File: config.mk
export PLATFORM = sky130hd
export DESIGN_NAME = pingpong_buf_flat
export DESIGN_NICKNAME = d
export VERILOG_FILES = /design/src/rtl/pingpong_buf_pkg.sv /design/src/rtl/pingpong_buf_if.sv /design/src/rtl/pingpong_buf_bank.sv /design/src/rtl/pingpong_buf.sv /design/src/flat_wrapper.sv
export SDC_FILE = /design/constraint.sdc
export NUM_CORES = 1
export LEC_CHECK = 0
export ABC_CLOCK_PERIOD_IN_PS = 13120
export CAP_MARGIN = 20
export CORE_MARGIN = 2
export CORE_UTILIZATION = 50
export DETAILED_ROUTE_END_ITERATION = 7
export GPL_TIMING_DRIVEN = 0
export PLACE_DENSITY_LB_ADDON = 0.08
export SLEW_MARGIN = 20
export SYNTH_ARGS = -nofsm -noshare
export SYNTH_HDL_FRONTEND = slang
export SYNTH_SLANG_ARGS = --single-unit
File: constraint.sdc
create_clock -name clk -period 13.12 [get_ports clk]
set_clock_uncertainty 0.15 [all_clocks]
set_input_delay 2.624 -clock clk [delete_from_list [all_inputs] [get_ports clk]]
set_output_delay 2.624 -clock clk [all_outputs]
set_load 0.005 [all_outputs]
File: src/rtl/pingpong_buf_pkg.sv
// Purpose: shared types and default sizes for the ping-pong buffer slice.
// Latency: n/a (package only).
// Backpressure: n/a (package only).
// Contents: bank_state_t per-bank state encoding, default word width and depth.
package pingpong_pkg;

    localparam int PP_DATA_W = 16;
    localparam int PP_DEPTH  = 8;

    typedef enum logic [1:0] {
        BANK_EMPTY = 2'd0,
        BANK_FILL  = 2'd1,
        BANK_FULL  = 2'd2
    } bank_state_t;

endpackage

File: src/rtl/pingpong_buf_if.sv
// Purpose: producer/consumer handshake bundle for pingpong_buf.
// Latency: n/a (wires only).
// Backpressure: wr_ready throttles the producer, rd_ready throttles the buffer.
// Ports: wr_valid/wr_data/wr_ready, rd_valid/rd_data/rd_ready/rd_last, bank_full[1:0],
//        flush (present only when PINGPONG_FLUSH_EN is defined).
//        master = producer/consumer side, slave = buffer side.
interface pingpong_buf_if #(
    parameter int DATA_W = pingpong_pkg::PP_DATA_W
);
    logic              wr_valid;
    logic [DATA_W-1:0] wr_data;
    logic              wr_ready;
    logic              rd_valid;
    logic [DATA_W-1:0] rd_data;
    logic              rd_ready;
    logic              rd_last;
    logic [1:0]        bank_full;
`ifdef PINGPONG_FLUSH_EN
    logic              flush;

    modport master (
        output wr_valid, wr_data, rd_ready, flush,
        input  wr_ready, rd_valid, rd_data, rd_last, bank_full
    );
    modport slave (
        input  wr_valid, wr_data, rd_ready, flush,
        output wr_ready, rd_valid, rd_data, rd_last, bank_full
    );
`else
    modport master (
        output wr_valid, wr_data, rd_ready,
        input  wr_ready, rd_valid, rd_data, rd_last, bank_full
    );
    modport slave (
        input  wr_valid, wr_data, rd_ready,
        output wr_ready, rd_valid, rd_data, rd_last, bank_full
    );
`endif
endinterface

File: src/rtl/pingpong_buf_bank.sv
// Purpose: one DEPTH x DATA_W register bank, synchronous write, asynchronous read.
// Latency: write visible on rdata the cycle after the write edge; read is combinational.
// Backpressure: none; the caller gates we.
// Ports: clk, rst (async active-high, clears contents), we/waddr/wdata, raddr/rdata.
module pingpong_bank #(
    parameter int DATA_W = 16,
    parameter int DEPTH  = 8,
    parameter int AW     = $clog2(DEPTH)
) (
    input  logic              clk,
    input  logic              rst,
    input  logic              we,
    input  logic [AW-1:0]     waddr,
    input  logic [DATA_W-1:0] wdata,
    input  logic [AW-1:0]     raddr,
    output logic [DATA_W-1:0] rdata
);

    logic [DATA_W-1:0] mem [DEPTH];

    always_ff @(posedge clk or posedge rst) begin
        if (rst) begin
            for (int i = 0; i < DEPTH; i++) begin
                mem[i] <= '0;
            end
        end else if (we) begin
            mem[waddr] <= wdata;
        end
    end

    assign rdata = mem[raddr];

endmodule

File: src/rtl/pingpong_buf.sv
// Purpose: two-bank ping-pong buffer; producer fills one bank while consumer drains the other.
// Latency: last word of a bank written at edge N -> rd_valid with word 0 in the following cycle.
// Backpressure: wr_ready drops only when the write bank is still FULL; rd side stalls on rd_ready.
// Ports: clk, rst (async active-high), bus (pingpong_buf_if.slave).
// Option: PINGPONG_FLUSH_EN adds flush, committing a partially written bank early.
module pingpong_buf
    import pingpong_pkg::*;
#(
    parameter int DATA_W = PP_DATA_W,
    parameter int DEPTH  = PP_DEPTH
) (
    input  logic           clk,
    input  logic           rst,
    pingpong_buf_if.slave  bus
);

    localparam int AW = $clog2(DEPTH);

    bank_state_t       state [2];
    logic [AW:0]       len   [2];
    logic              wbank;
    logic              rbank;
    logic [AW-1:0]     wcnt;
    logic [AW-1:0]     rcnt;

    logic              wr_fire;
    logic              rd_fire;
    logic              rd_last_i;
    logic              commit;
    logic              flush_commit;
    logic [AW:0]       commit_len;
    logic [DATA_W-1:0] rdata [2];

    // Handshake flags come purely from registered state.
    assign bus.wr_ready  = (state[wbank] != BANK_FULL);
    assign bus.rd_valid  = (state[rbank] == BANK_FULL);
    assign rd_last_i     = bus.rd_valid && ({1'b0, rcnt} == (len[rbank] - (AW+1)'(1)));
    assign bus.rd_last   = rd_last_i;
    assign bus.rd_data   = rdata[rbank];
    assign bus.bank_full = {state[1] == BANK_FULL, state[0] == BANK_FULL};

    assign wr_fire = bus.wr_valid && bus.wr_ready;
    assign rd_fire = bus.rd_valid && bus.rd_ready;

`ifdef PINGPONG_FLUSH_EN
    // An empty write bank has nothing to commit unless a word lands this same cycle.
    assign flush_commit = bus.flush && bus.wr_ready && (wr_fire || (wcnt != '0));
`else
    assign flush_commit = 1'b0;
`endif

    assign commit     = (wr_fire && (wcnt == AW'(DEPTH - 1))) || flush_commit;
    // Words already in the bank plus the one written this cycle; equals DEPTH on a full commit.
    assign commit_len = {1'b0, wcnt} + {{AW{1'b0}}, wr_fire};

    always_ff @(posedge clk or posedge rst) begin
        if (rst) begin
            for (int b = 0; b < 2; b++) begin
                state[b] <= BANK_EMPTY;
                len[b]   <= '0;
            end
            wbank <= 1'b0;
            rbank <= 1'b0;
            wcnt  <= '0;
            rcnt  <= '0;
        end else begin
            // Writer only touches a non-FULL bank and reader only a FULL one,
            // so the two branches never target the same bank.
            for (int b = 0; b < 2; b++) begin
                if (commit && (wbank == 1'(b))) begin
                    state[b] <= BANK_FULL;
                    len[b]   <= commit_len;
                end else if (wr_fire && (wbank == 1'(b))) begin
                    state[b] <= BANK_FILL;
                end else if (rd_fire && rd_last_i && (rbank == 1'(b))) begin
                    state[b] <= BANK_EMPTY;
                end
            end

            if (commit) begin
                wbank <= ~wbank;
                wcnt  <= '0;
            end else if (wr_fire) begin
                wcnt  <= wcnt + AW'(1);
            end

            if (rd_fire) begin
                if (rd_last_i) begin
                    rbank <= ~rbank;
                    rcnt  <= '0;
                end else begin
                    rcnt  <= rcnt + AW'(1);
                end
            end
        end
    end

    for (genvar g = 0; g < 2; g++) begin : g_bank
        pingpong_bank #(
            .DATA_W (DATA_W),
            .DEPTH  (DEPTH),
            .AW     (AW)
        ) u_bank (
            .clk   (clk),
            .rst   (rst),
            .we    (wr_fire && (wbank == 1'(g))),
            .waddr (wcnt),
            .wdata (bus.wr_data),
            .raddr (rcnt),
            .rdata (rdata[g])
        );
    end

endmodule

File: src/flat_wrapper.sv
// flat-port wrapper written by rule: the top's interface ports become plain ports
module pingpong_buf_flat import pingpong_pkg::*;
#(
    parameter int DATA_W = PP_DATA_W,
    parameter int DEPTH  = PP_DEPTH
)
  (clk, rst, bus_wr_valid, bus_wr_data, bus_rd_ready, bus_wr_ready, bus_rd_valid, bus_rd_data, bus_rd_last, bus_bank_full);
  pingpong_buf_if #(.DATA_W(DATA_W)) bus_i ();
  input  logic clk;
  input  logic rst;
  input wire logic [$bits(bus_i.wr_valid)-1:0] bus_wr_valid;
  input wire logic [$bits(bus_i.wr_data)-1:0] bus_wr_data;
  input wire logic [$bits(bus_i.rd_ready)-1:0] bus_rd_ready;
  output wire logic [$bits(bus_i.wr_ready)-1:0] bus_wr_ready;
  output wire logic [$bits(bus_i.rd_valid)-1:0] bus_rd_valid;
  output wire logic [$bits(bus_i.rd_data)-1:0] bus_rd_data;
  output wire logic [$bits(bus_i.rd_last)-1:0] bus_rd_last;
  output wire logic [$bits(bus_i.bank_full)-1:0] bus_bank_full;
  assign bus_i.wr_valid = bus_wr_valid;
  assign bus_i.wr_data = bus_wr_data;
  assign bus_i.rd_ready = bus_rd_ready;
  assign bus_wr_ready = bus_i.wr_ready;
  assign bus_rd_valid = bus_i.rd_valid;
  assign bus_rd_data = bus_i.rd_data;
  assign bus_rd_last = bus_i.rd_last;
  assign bus_bank_full = bus_i.bank_full;
  pingpong_buf #(.DATA_W(DATA_W), .DEPTH(DEPTH)) u_core (.clk(clk), .rst(rst), .bus(bus_i));
endmodule
# --- Word level (Yosys, flattened, before mapping) ---
# Index checks and enable logic that the tools add are counted.
word_totals:
  register_bits: 276
  input_bits: 20
  elab_cells: 92
op_classes:
  n_addsub: 4
  magnitude_cmp: 5
  eq_ne: 6
  n_mux: 31
  n_bitwise: 6
  n_reduce_logical: 16
ops:
  columns: ["operator", "n"]
  rows:
  - ["bitwise mux 128 bit", 2]
  - ["2-to-1 mux 16 bit", 8]
  - ["binary-select mux 16 bit (select 3 bit)", 2]
  - ["demux 16 bit (select 3 bit)", 1]
  - ["2-to-1 mux 2 bit", 12]
  - ["logical AND 1 bit", 12]
  - ["2-to-1 mux 4 bit", 3]
  - ["2-to-1 mux 3 bit", 3]
  - [">= comparator 4 bit (second input constant)", 2]
  - ["NOT 3 -> 4 bit", 2]
  - ["adder 3 x 1 -> 3 bit (second input constant)", 2]
  - ["equality test 2 bit (second input constant)", 3]
  - ["nonzero test 3 bit", 2]
  - ["adder 3 x 1 -> 4 bit", 1]
  - ["equality test 3 x 4 -> 1 bit", 1]
  - [">= comparator 2 bit (second input constant)", 2]
  - ["less-than comparator 4 x 1 -> 1 bit (second input constant)", 1]
  - ["NOT 1 -> 2 bit", 2]
  - ["subtractor 4 x 1 -> 4 bit (second input constant)", 1]
  - ["equality test 3 bit (second input constant)", 1]
  - ["inequality test 2 bit (second input constant)", 1]
  - ["NOT 1 bit", 2]
  - ["AND reduction 2 bit", 1]
  - ["nonzero test 2 bit", 1]

# --- Longest topological paths before layout ---
# Gate-level depths: netlist of the first run.
logic_depth:
  ltp_word: 12
  ltp_mapped: 9

# --- Hierarchy ---
# Synthesis of the first run repeated with hierarchy kept, for this count alone.
unflattened:
  cells_unflattened: 796
  hier_area_um2: 13319.0
by_module_without_submodules:
  columns: ["mod", "n_inst", "cells_each", "area_per_inst_um2", "seq_area_each_um2"]
  rows:
  - ["pingpong_bank", 2, 338, 6024.5, 3203.1]
  - ["pingpong_buf", 1, 120, 1270.0, 500.5]

# --- Worst setup path after synthesis of the first run ---
# OpenSTA, ideal clock, no wires.
synth_path:
  path_type: "reg2out"
  from: "register u_core.rcnt[0]"
  to: "output port bus_rd_data[0]"
  arrival_time_ps: 1795
  path_slack_ps: 8551
  path_stages_with_launch: 6
  path_cell_list: "dfrtp_1 > buf_6 > buf_2 > buf_1 > mux4_2 > mux4_2"
synth_via:
  elab_chain_cells: 7
  word_cells_on_any_way: 10
  classes_between: "mux (9); bitwise (1)"
synth_rtl:
  columns: ["element", "line_no", "rtl"]
  rows:
  - ["from (decl)", "pingpong_buf.sv:24", "logic [AW-1:0] rcnt;"]
  - ["from (signal assigned)", "pingpong_buf.sv:92", "rcnt <= rcnt + AW'(1);"]
  - ["NOT 3 -> 4 bit (implied by the code) *", "pingpong_buf_bank.sv:31", "assign rdata = mem[raddr];"]
  - ["binary-select mux 16 bit (select 3 bit)", "pingpong_buf_bank.sv:31", null]
  - ["2-to-1 mux 16 bit (implied by the code) (2 in series)", "pingpong_buf_bank.sv:31", null]
  - ["2-to-1 mux 16 bit (implied by the code) * (3 in series)", "pingpong_buf.sv:39", "assign bus.rd_data = rdata[rbank];"]
  - ["to (decl)", "flat_wrapper.sv:16", "output wire logic [$bits(bus_i.rd_data)-1:0] bus_rd_data;"]
# Mark *: on every way between the ends. The rest lies on a longest branch, timed or not. The select of a mux whose other input is x is not followed.

# --- Worst setup path after layout of the first run ---
layout_path:
  from: "register u_core.rcnt[0]"
  to: "output port bus_rd_data[2]"
# The elaborated chain is that of the path after synthesis.

==> results.cfg, run 1 <==
[routing]
avgViaCountPerCell = 5.88
drt_iter0_drc = 481
vias = 7037
totalWireLength_um = 28900
wl_per_cell_um = 24.1
drcViolationCount = 0
dr.pass1.iters = 5
ant_nets = 0

[sta]
fmax_mhz = 161
hold_violations = 0
slew_violations = 0
rsz0062_at_grt = no
period_minus_slack_ns = 6.23
tns_ns = 0
max-slew-margin-rel = 0.517
setup_viol = 0
tightest_slew_ns = 0.724
finalCritPeriodShare = 0.475

[clock_network]
cts_resized = 0
clkSlewWorstSetupHoldPaths_ns = 0.06
cts_root_buffer = clkbuf_16
insertion_delay_ns = 0.54
cts_buffer_depth = 3
cts_sinks = 276
numCtsBuffers = 29
cts_tree = yes
hold_buffers = 0
post-cts-setup-buffers = 0
cts_max_level = 1

[global_route]
grt.overflow.total = 0
antenna_found_initial = 1
first_global_vias = 7664
grt_pass1_wl_um = 45300
grt_max_degree = 114
grt_use_total = 0.227

[synth]
netlist_instances = 771
ys_async_sr_fraction = 1.00
yosysWarnings = 0
seq_area_frac_synth = 0.544
ys_seq_elements = 276
yosysTopAreaCellShare = 0.544
yosys.area.top_type = dfrtp_1
synth-edff-count = 0
synth.area.top_cells = dfrtp_1 54%, mux2_2 18%, mux4_2 14%
synth.distinct_cells = 49
post_synth.cell_area_avg_um2 = 16.5
netlist_area_um2 = 12700
syn-num-nets = 797
ys.flop_type = dfrtp_1

[placed_design]
placed_area_um2 = 13600
portBuffers = 40
place_hpwl_um = 20500
gp_congestion = 0.813

[run]
max-cap-violations = 0

[die]
ioPinCount = 41
die-area_um2 = 26700
die_x_um = 163
start_util = 0.507
fp.coreArea_um2 = 25000
rows = 58
dieHeight_um = 163

[critical_path]
cp-end-kind = output pin
path_class = register to output pin
slowest_delay_ns = 0.60
critPathMaxFanout = 10
path_cells = buf_6 -> buf_2 -> buf_1 -> mux4_2 -> mux4_2 -> clkdlybuf4s50_1
critPathSlowestCell = buf_1
crit_arrival_ns = 3.46
worstPathRequired_ns = 10.35
crit_top_cell = mux4_2
startpoint_type = register

[pwr]
peakVddDrop_mv = 0.107
p_per_area_nw_per_um2 = 232
power.leakage_nw = 6.38

[cells_and_area]
num-nets-final = 870
area_delta_synth_final_pct = 14.8
final_cell_area_um2 = 14600
drive_above_1_share = 0.454

[outcome]
outcome = finished, final reports clean

[min_path]
min_path_type = register to register
==> final cells by class <==
| cell class | instances | area (µm²) |
|---|---|---|
| tap | 330 | 413 |
| clock buffer | 40 | 807 |
| clock inverter | 13 | 199 |
| multi-input combinational | 429 | 5430 |
| fill | 1911 | 10500 |
| antenna | 1 | 2.50 |
| buffer | 60 | 340 |
| timing repair buffer | 42 | 455 |
| inverter | 6 | 30.0 |
| sequential | 276 | 6910 |
==> through the flow <==
step                      power, mW  cells  utilization  worst slack (ns)  hold slack (ns)
after global routing           3.56   1196        0.582              6.78            0.351
after global placement         2.45   1141        0.540             0.157            0.311
final                          3.38   1197        0.582              6.89            0.331
after floorplan                2.19    771            -              2.74            0.299
after detailed placement       2.54   1143        0.542              7.48            0.322
after CTS                      3.41   1196        0.582              6.88            0.335
==> worst max-delay path: cells and delay by family, from the launching register on <==
| family | cells | cell delay (ns) |
|---|---|---|
| DFF | 1 | 0.38 |
| buffers and inverters | 4 | 1.57 |
| muxes | 2 | 0.95 |
==> cell usage in the layout (no fill, tap or decap), drive strengths merged, types with 4 or more instances in the layout <==
cell and n:
buf 43, mux4 80, nand2 21, nor3 5, nand3 6, o21ai 8
xnor2 6, mux2 262, mux2i 5, nor2 4, dfrtp 276, clkdlybuf4s50 40
clkinv 5, clkbuf 59, inv 7, ha 6, bufinv 5
==> path summary, 6_finish.rpt <==
kind / startpoint / end / slack, ns / depth (start not counted)
min in group asynchronous: rst / u_core.g_bank[1].u_bank.mem[102] / 2.34 / 2
setup / recovery: u_core.rcnt[0] / bus_rd_data[2] / 6.89 / 6
hold / removal: u_core.g_bank[1].u_bank.mem[84] / u_core.g_bank[1].u_bank.mem[84] / 0.33 / 1
hold reg to reg: u_core.g_bank[1].u_bank.mem[84] / u_core.g_bank[1].u_bank.mem[84] / 0.33 / 1
setup reg to reg: u_core.state[3] / u_core.g_bank[0].u_bank.mem[66] / 10.64 / 6
max in group asynchronous: rst / u_core.g_bank[1].u_bank.mem[45] / 9.05 / 4
==> sequential cells by signal, summed over array words and instances, names as in the netlist <==
register,flops
u_core.state,4
u_core.rbank,1
u_core.g_bank.u_bank.mem,256
u_core.rcnt,3
u_core.wcnt,3
u_core.wbank,1
u_core.len,8
==> routing by layer <==
layer	vias up	GRT usage	wire [µm]	part of all wire
met3	38	0.0457	1810	0.063
met2	157	0.356	13400	0.46
met5	-	0	0	0
li1	3037	-	-	-
met1	3805	0.333	13100	0.45
met4	0	0.0491	549	0.019
==> kinds of logic (layout without fill, tap and decap cells) <==
logic type	count (synthesis)	in the layout	synth area share
buffers and inverters	66	161	0.0286
XOR/XNOR	7	7	0.00483
AND/OR/NAND/NOR	54	54	0.0284
multiplexers	347	347	0.381
AO/OA/AOI/OAI	15	15	0.00710
flip-flops	276	276	0.544
adder cells (fa/ha/maj)	6	6	0.00591
other	0	1	0
==> where the power goes <==
part           total, mW  internal, mW  switching [mW]
registers           1.45          1.25           0.201
clock network      0.858         0.527           0.331
logic               1.07         0.657           0.413
total               3.38          2.43           0.946
==> Yosys cell counts (all sizes together), types with 2 or more instances <==
| cell type | count |
|---|---|
| inv | 6 |
| clkbuf | 19 |
| and3 | 2 |
| dfrtp | 276 |
| nor3b | 2 |
| mux2 | 262 |
| buf | 41 |
| mux2i | 5 |
| or2 | 2 |
| nand2b | 2 |
| o21ai | 8 |
| nor2 | 4 |
| ha | 6 |
| or3 | 2 |
| xnor2 | 6 |
| nand3 | 6 |
| o21a | 2 |
| nand2 | 21 |
| mux4 | 80 |
| nor3 | 5 |
Power figures use the tool's default switching activity.
==> inputs of run 2 (changes only) <==
--- a/config.mk
+++ b/config.mk
@@ -5,7 +5,7 @@
 export SDC_FILE = /design/constraint.sdc
 export NUM_CORES = 1
 export LEC_CHECK = 0
-export ABC_CLOCK_PERIOD_IN_PS = 13120
+export ABC_CLOCK_PERIOD_IN_PS = 5600
 export CAP_MARGIN = 20
 export CORE_MARGIN = 2
 export CORE_UTILIZATION = 50
==> constraint.sdc (replaced) <==
create_clock -name clk -period 5.6 [get_ports clk]
set_clock_uncertainty 0.15 [all_clocks]
set_input_delay 1.12 -clock clk [delete_from_list [all_inputs] [get_ports clk]]
set_output_delay 1.12 -clock clk [all_outputs]
set_load 0.005 [all_outputs]
==> run 2 against run 1 <==
Net effect: clock-buffer cell count increased by 3; clock power grew 130%; core utilization rose by 0.39 points; cell area grew 0.68%; first-iteration DRC count is 12% lower; register-to-register slack got worse by 7.5 ns; wire length up 1.5%; sequential share of layout area is 0.32 points lower; total power is 130% higher; sequential power rose by 130%; largest cell class unchanged.
==> results.cfg, run 2 (synthesized netlist as in run 1, its figures left out) <==
[outcome]
outcome = finished, final reports clean

[min_path]
min_path_type = register to register

[routing]
wl_per_cell_um = 24.3
dr.pass1.iters = 5
drcViolationCount = 0
avgViaCountPerCell = 5.91
wl_met1_um = 13700
dr_wl_met2_um = 14000
highest_layer = met4
drt_iter0_drc = 423
vias = 7121
routed-wl-met3_um = 1020
totalWireLength_um = 29300
ant_nets = 0

[placed_design]
placed_area_um2 = 13700
dp_cells = 1149
place_hpwl_um = 21100
gp_congestion = 0.802
portBuffers = 40

[critical_path]
crit_path_end = bus_rd_data[9]
cp-end-kind = output pin
rrSetupSlack_ns = 3.13
reg2reg_depth = 6
r2r-end = u_core.g_bank[0].u_bank.mem[69]
worstPathRequired_ns = 4.33
startpoint_type = register
path_class = register to output pin
crit_arrival_ns = 3.46
critPathMaxFanout = 10
rr_startpoint = u_core.state[3]
startpoint = u_core.rcnt[1]

[sta]
period_minus_slack_ns = 4.73
rsz0062_at_grt = no
tightest_slew_ns = 0.716
max-slew-margin-rel = 0.520
tns_ns = 0
slew_violations = 0
hold_violations = 0
finalCritPeriodShare = 0.845
setup_viol = 0
fmax_mhz = 211
holdWs_ns = 0.330

[clock_network]
cts_sinks = 276
hold_buffers = 0
cts_tree = yes
clkSlewWorstSetupHoldPaths_ns = 0.06
numCtsBuffers = 30
insertion_delay_ns = 0.55
cts_buffer_depth = 3
cts_max_level = 1
cts_resized = 0
post-cts-setup-buffers = 0
cts_root_buffer = clkbuf_16

[pwr]
power.leakage_nw = 6.43
p_per_area_nw_per_um2 = 539
peakVddDrop_mv = 0.271

[cells_and_area]
largest_reg_flops = 256
num-nets-final = 877
regArea_um2 = 6910
layout_common_cells = 276 x dfrtp_1, 200 x mux2_2, 80 x mux4_2
fin_cells = 1204
multi_input_area_um2 = 5430
largestRegisters = u_core.g_bank.u_bank.mem x256, u_core.len x8, u_core.state x4
area_delta_synth_final_pct = 15.6
n_fill_cell = 1906
num_antenna_cells = 0
final_common_cell = dfrtp_1
final_cell_area_um2 = 14700
drive_above_1_share = 0.461
top_register = u_core.g_bank.u_bank.mem

[die]
die_x_um = 163
start_util = 0.507
ioPinCount = 41
fp.coreArea_um2 = 25000
die-area_um2 = 26700
rows = 58
dieHeight_um = 163

[global_route]
antenna_found_initial = 0
grt.overflow.total = 0
grt_max_degree = 38
grt_use_total = 0.232
grt_pass1_wl_um = 46200
first_global_vias = 7658

[run]
max-cap-violations = 0
## run 2: cell count changes in the layout (fill, tap and decap cells not counted), moves of 2 or more
cell / previous run / this run
buf_12: 0 / 8
buf_16: 2 / 0
bufinv_16: 5 / 2
clkbuf_1: 26 / 24
clkbuf_16: 29 / 31
clkbuf_8: 4 / 7
clkinv_2: 5 / 8
## run 2: area by class of cell
class / count / area share
clock inverters: 12 / 0.00784
multi-input cells: 429 / 0.370
well taps: 330 / 0.0281
clock buffers: 43 / 0.0607
plain buffers: 60 / 0.0232
flip-flops and latches: 276 / 0.471
inverters: 6 / 0.00179
repair buffers: 48 / 0.0382
## run 2: per-stage QoR
stage / setup WS (ns) / power [mW] / util
CTS: 0.828 / 7.97 / 0.586
finish: 0.866 / 7.91 / 0.586
global route: 0.771 / 8.32 / 0.586
global placement: -0.881 / 5.75 / 0.540
detailed placement: 1.43 / 5.96 / 0.546
floorplan: 0.679 / 5.12 / -
## run 2: how the worst min path moves through the flow
stage	from	endpoint	depth (start not counted)
final	u_core.len[6]	u_core.len[6]	2
after global routing	u_core.g_bank[1].u_bank.mem[80]	u_core.g_bank[1].u_bank.mem[80]	1
after CTS	u_core.g_bank[1].u_bank.mem[82]	u_core.g_bank[1].u_bank.mem[82]	1
after detailed placement	u_core.g_bank[1].u_bank.mem[82]	u_core.g_bank[1].u_bank.mem[82]	1
after global placement	u_core.g_bank[1].u_bank.mem[81]	u_core.g_bank[1].u_bank.mem[81]	1
after floorplan	u_core.len[6]	u_core.len[6]	2
## run 2: routing by layer
metal,vias up,GRT usage
met5,-,0
met4,0,0.0527
li1,3037,-
met3,45,0.0325
met1,3915,0.341
met2,124,0.372
## run 2: power by group
| group | internal, mW | leakage (nW) | switching [mW] |
|---|---|---|---|
| logic | 1.55 | 2.47 | 0.982 |
| clock network | 1.19 | 0.498 | 0.793 |
| registers | 2.92 | 3.47 | 0.474 |
## run 2: worst max-delay path, cell delays in order, from the launching register on
cell             delay, ns
dfrtp_1               0.46
buf_2                 0.41
buf_1                 0.54
mux4_2                0.48
mux4_2                0.55
clkdlybuf4s50_1       0.47
==> inputs of run 3 (changes only) <==
--- a/config.mk
+++ b/config.mk
@@ -5,7 +5,7 @@
 export SDC_FILE = /design/constraint.sdc
 export NUM_CORES = 1
 export LEC_CHECK = 0
-export ABC_CLOCK_PERIOD_IN_PS = 5600
+export ABC_CLOCK_PERIOD_IN_PS = 4200
 export CAP_MARGIN = 20
 export CORE_MARGIN = 2
 export CORE_UTILIZATION = 50
==> constraint.sdc (replaced) <==
create_clock -name clk -period 4.2 [get_ports clk]
set_clock_uncertainty 0.15 [all_clocks]
set_input_delay 0.84 -clock clk [delete_from_list [all_inputs] [get_ports clk]]
set_output_delay 0.84 -clock clk [all_outputs]
set_load 0.005 [all_outputs]
==> run 3 against run 2 <==
Net effect: first-iteration DRC count rose by 11%; critical path depth rose by 1; global-route usage barely moved; highest routed layer unchanged; critical path type unchanged; total power rose by 33%; core utilization barely moved; hold slack barely moved; cell count did not move.
==> results.cfg, run 3 (synthesized netlist as in run 1, its figures left out) <==
[outcome]
outcome = finished, final reports clean

[cells_and_area]
top_register = u_core.g_bank.u_bank.mem
area_delta_synth_final_pct = 15.7
fin_cells = 1204
num_antenna_cells = 0
layout_common_cells = 276 x dfrtp_1, 200 x mux2_2, 80 x mux4_2
largest_reg_flops = 256
final_util = 0.587
num-nets-final = 877
final_common_cell = dfrtp_1
drive_above_1_share = 0.465
n_fill_cell = 1906
largestRegisters = u_core.g_bank.u_bank.mem x256, u_core.len x8, u_core.state x4

[min_path]
hold_path_end = u_core.len[6]
min_path_type = register to register
min_delay_path_depth = 2
hp-start = u_core.len[6]

[sta]
slew_violations = 0
setup_viol = 0
holdWs_ns = 0.330
rsz0062_at_grt = no
period_minus_slack_ns = 4.10
tightest_slew_ns = 0.707
max-slew-margin-rel = 0.526
fmax_mhz = 244
hold_violations = 0
setup_slack_ns = 0.0994
finalCritPeriodShare = 0.976

[global_route]
antenna_found_initial = 0
grt_use_total = 0.232
first_global_vias = 7661
grt_pass1_wl_um = 46200
grt.overflow.total = 0
grt_max_degree = 38

[routing]
avgViaCountPerCell = 5.86
vias = 7058
totalWireLength_um = 29200
ant_nets = 0
drt_iter0_drc = 470
dr.pass1.iters = 4
drcViolationCount = 0
wl_per_cell_um = 24.3

[placed_design]
gp_congestion = 0.802
portBuffers = 40
dp_cells = 1149
pre_cts_ws_ns = 0.311
place_hpwl_um = 21100

[pwr]
power.leakage_nw = 6.44
power.total_mw = 10.5
peakVddDrop_mv = 0.361
p_per_area_nw_per_um2 = 718

[clock_network]
cts_sinks = 276
cts_root_buffer = clkbuf_16
cts_max_level = 1
clkSlewWorstSetupHoldPaths_ns = 0.06
insertion_delay_ns = 0.54
numCtsBuffers = 30
cts_tree = yes
cts_buffer_depth = 3

[critical_path]
path_cells = buf_6 -> buf_2 -> clkbuf_4 -> mux4_2 -> mux4_2 -> clkdlybuf4s50_1
crit_arrival_ns = 3.11
critPathSlowestCell = mux4_2
startpoint_type = register
reg2reg_depth = 6
rrSetupSlack_ns = 1.73
cp-end-kind = output pin
r2r-end = u_core.g_bank[0].u_bank.mem[69]
crit_top_cell = mux4_2
critPathMaxFanout = 10
rr_startpoint = u_core.state[3]
path_class = register to output pin
worstPathRequired_ns = 3.21
slowest_delay_ns = 0.52

[die]
die-area_um2 = 26700
start_util = 0.507
die_x_um = 163
rows = 58
ioPinCount = 41
fp.coreArea_um2 = 25000
dieHeight_um = 163

[run]
max-cap-violations = 0
-- run 3: cell count changes in the layout (fill, tap and decap cells not counted), sizes merged --
cell,change
clkbuf,+1
buf,-1
-- run 3: cell type report --
type,instances,area (µm²),area share
multi-input cells,429,5430,0.369
inverters,6,26.3,0.00179
flip-flops and latches,276,6910,0.470
repair buffers,48,561,0.0382
plain buffers,60,352,0.0239
well taps,330,413,0.0281
clock buffers,43,891,0.0606
clock inverters,12,115,0.00784
-- run 3: metrics by stage --
| stage | setup TNS, ns | cell area (µm²) |
|---|---|---|
| final | 0 | 14700 |
| after global routing | 0 | 14700 |
| after CTS | 0 | 14700 |
| after detailed placement | 0 | 13700 |
| after global placement | -544.11 | 13500 |
| after floorplan | -121.82 | 12700 |
-- run 3: report_power, final --
group | leakage, nW | switching, mW | internal [mW]
clock | 0.498 | 1.05 | 1.59
sequential | 3.47 | 0.631 | 3.90
combinational | 2.48 | 1.30 | 2.07
total | 6.44 | 2.99 | 7.55
-- run 3: worst max path at each step --
stage | cells after the start | slack (ns) | to | start
2_1_floorplan | 1 | -0.44 | u_core.g_bank[0].u_bank.mem[0] | rst
3_3_place_gp | 2 | -2.00 | u_core.g_bank[1].u_bank.mem[29] | rst
3_5_place_dp | 5 | 0.31 | bus_rd_data[9] | u_core.rcnt[1]
6_report | 6 | 0.1 | bus_rd_data[1] | u_core.rcnt[0]
5_1_grt | 8 | 0.02 | bus_rd_last | u_core.rbank
4_1_cts | 6 | 0.02 | bus_rd_data[1] | u_core.rcnt[0]
-- run 3: critical path, delay by kind of cell (launching register included) --
kind,cells,cell delay (ns)
buffers and inverters,4,1.31
multiplexers,2,0.89
flip-flops,1,0.37
-- run 3: what timing repair did --
item                       4_1_cts  5_1_grt
setup buffers                    0        0
gates resized for setup          4        3
setup endpoints to repair       16        7
hold buffers                     0        0
-- run 3: metal layers --
| layer | track usage | routed length [µm] | part of all wire | vias to the layer above |
|---|---|---|---|---|
| met2 | 0.373 | 13900 | 0.48 | 128 |
| li1 | - | - | - | 3037 |
| met5 | 0 | 0 | 0 | - |
| met1 | 0.340 | 13300 | 0.46 | 3849 |
| met4 | 0.0527 | 585 | 0.020 | 0 |
| met3 | 0.0325 | 1380 | 0.047 | 44 |
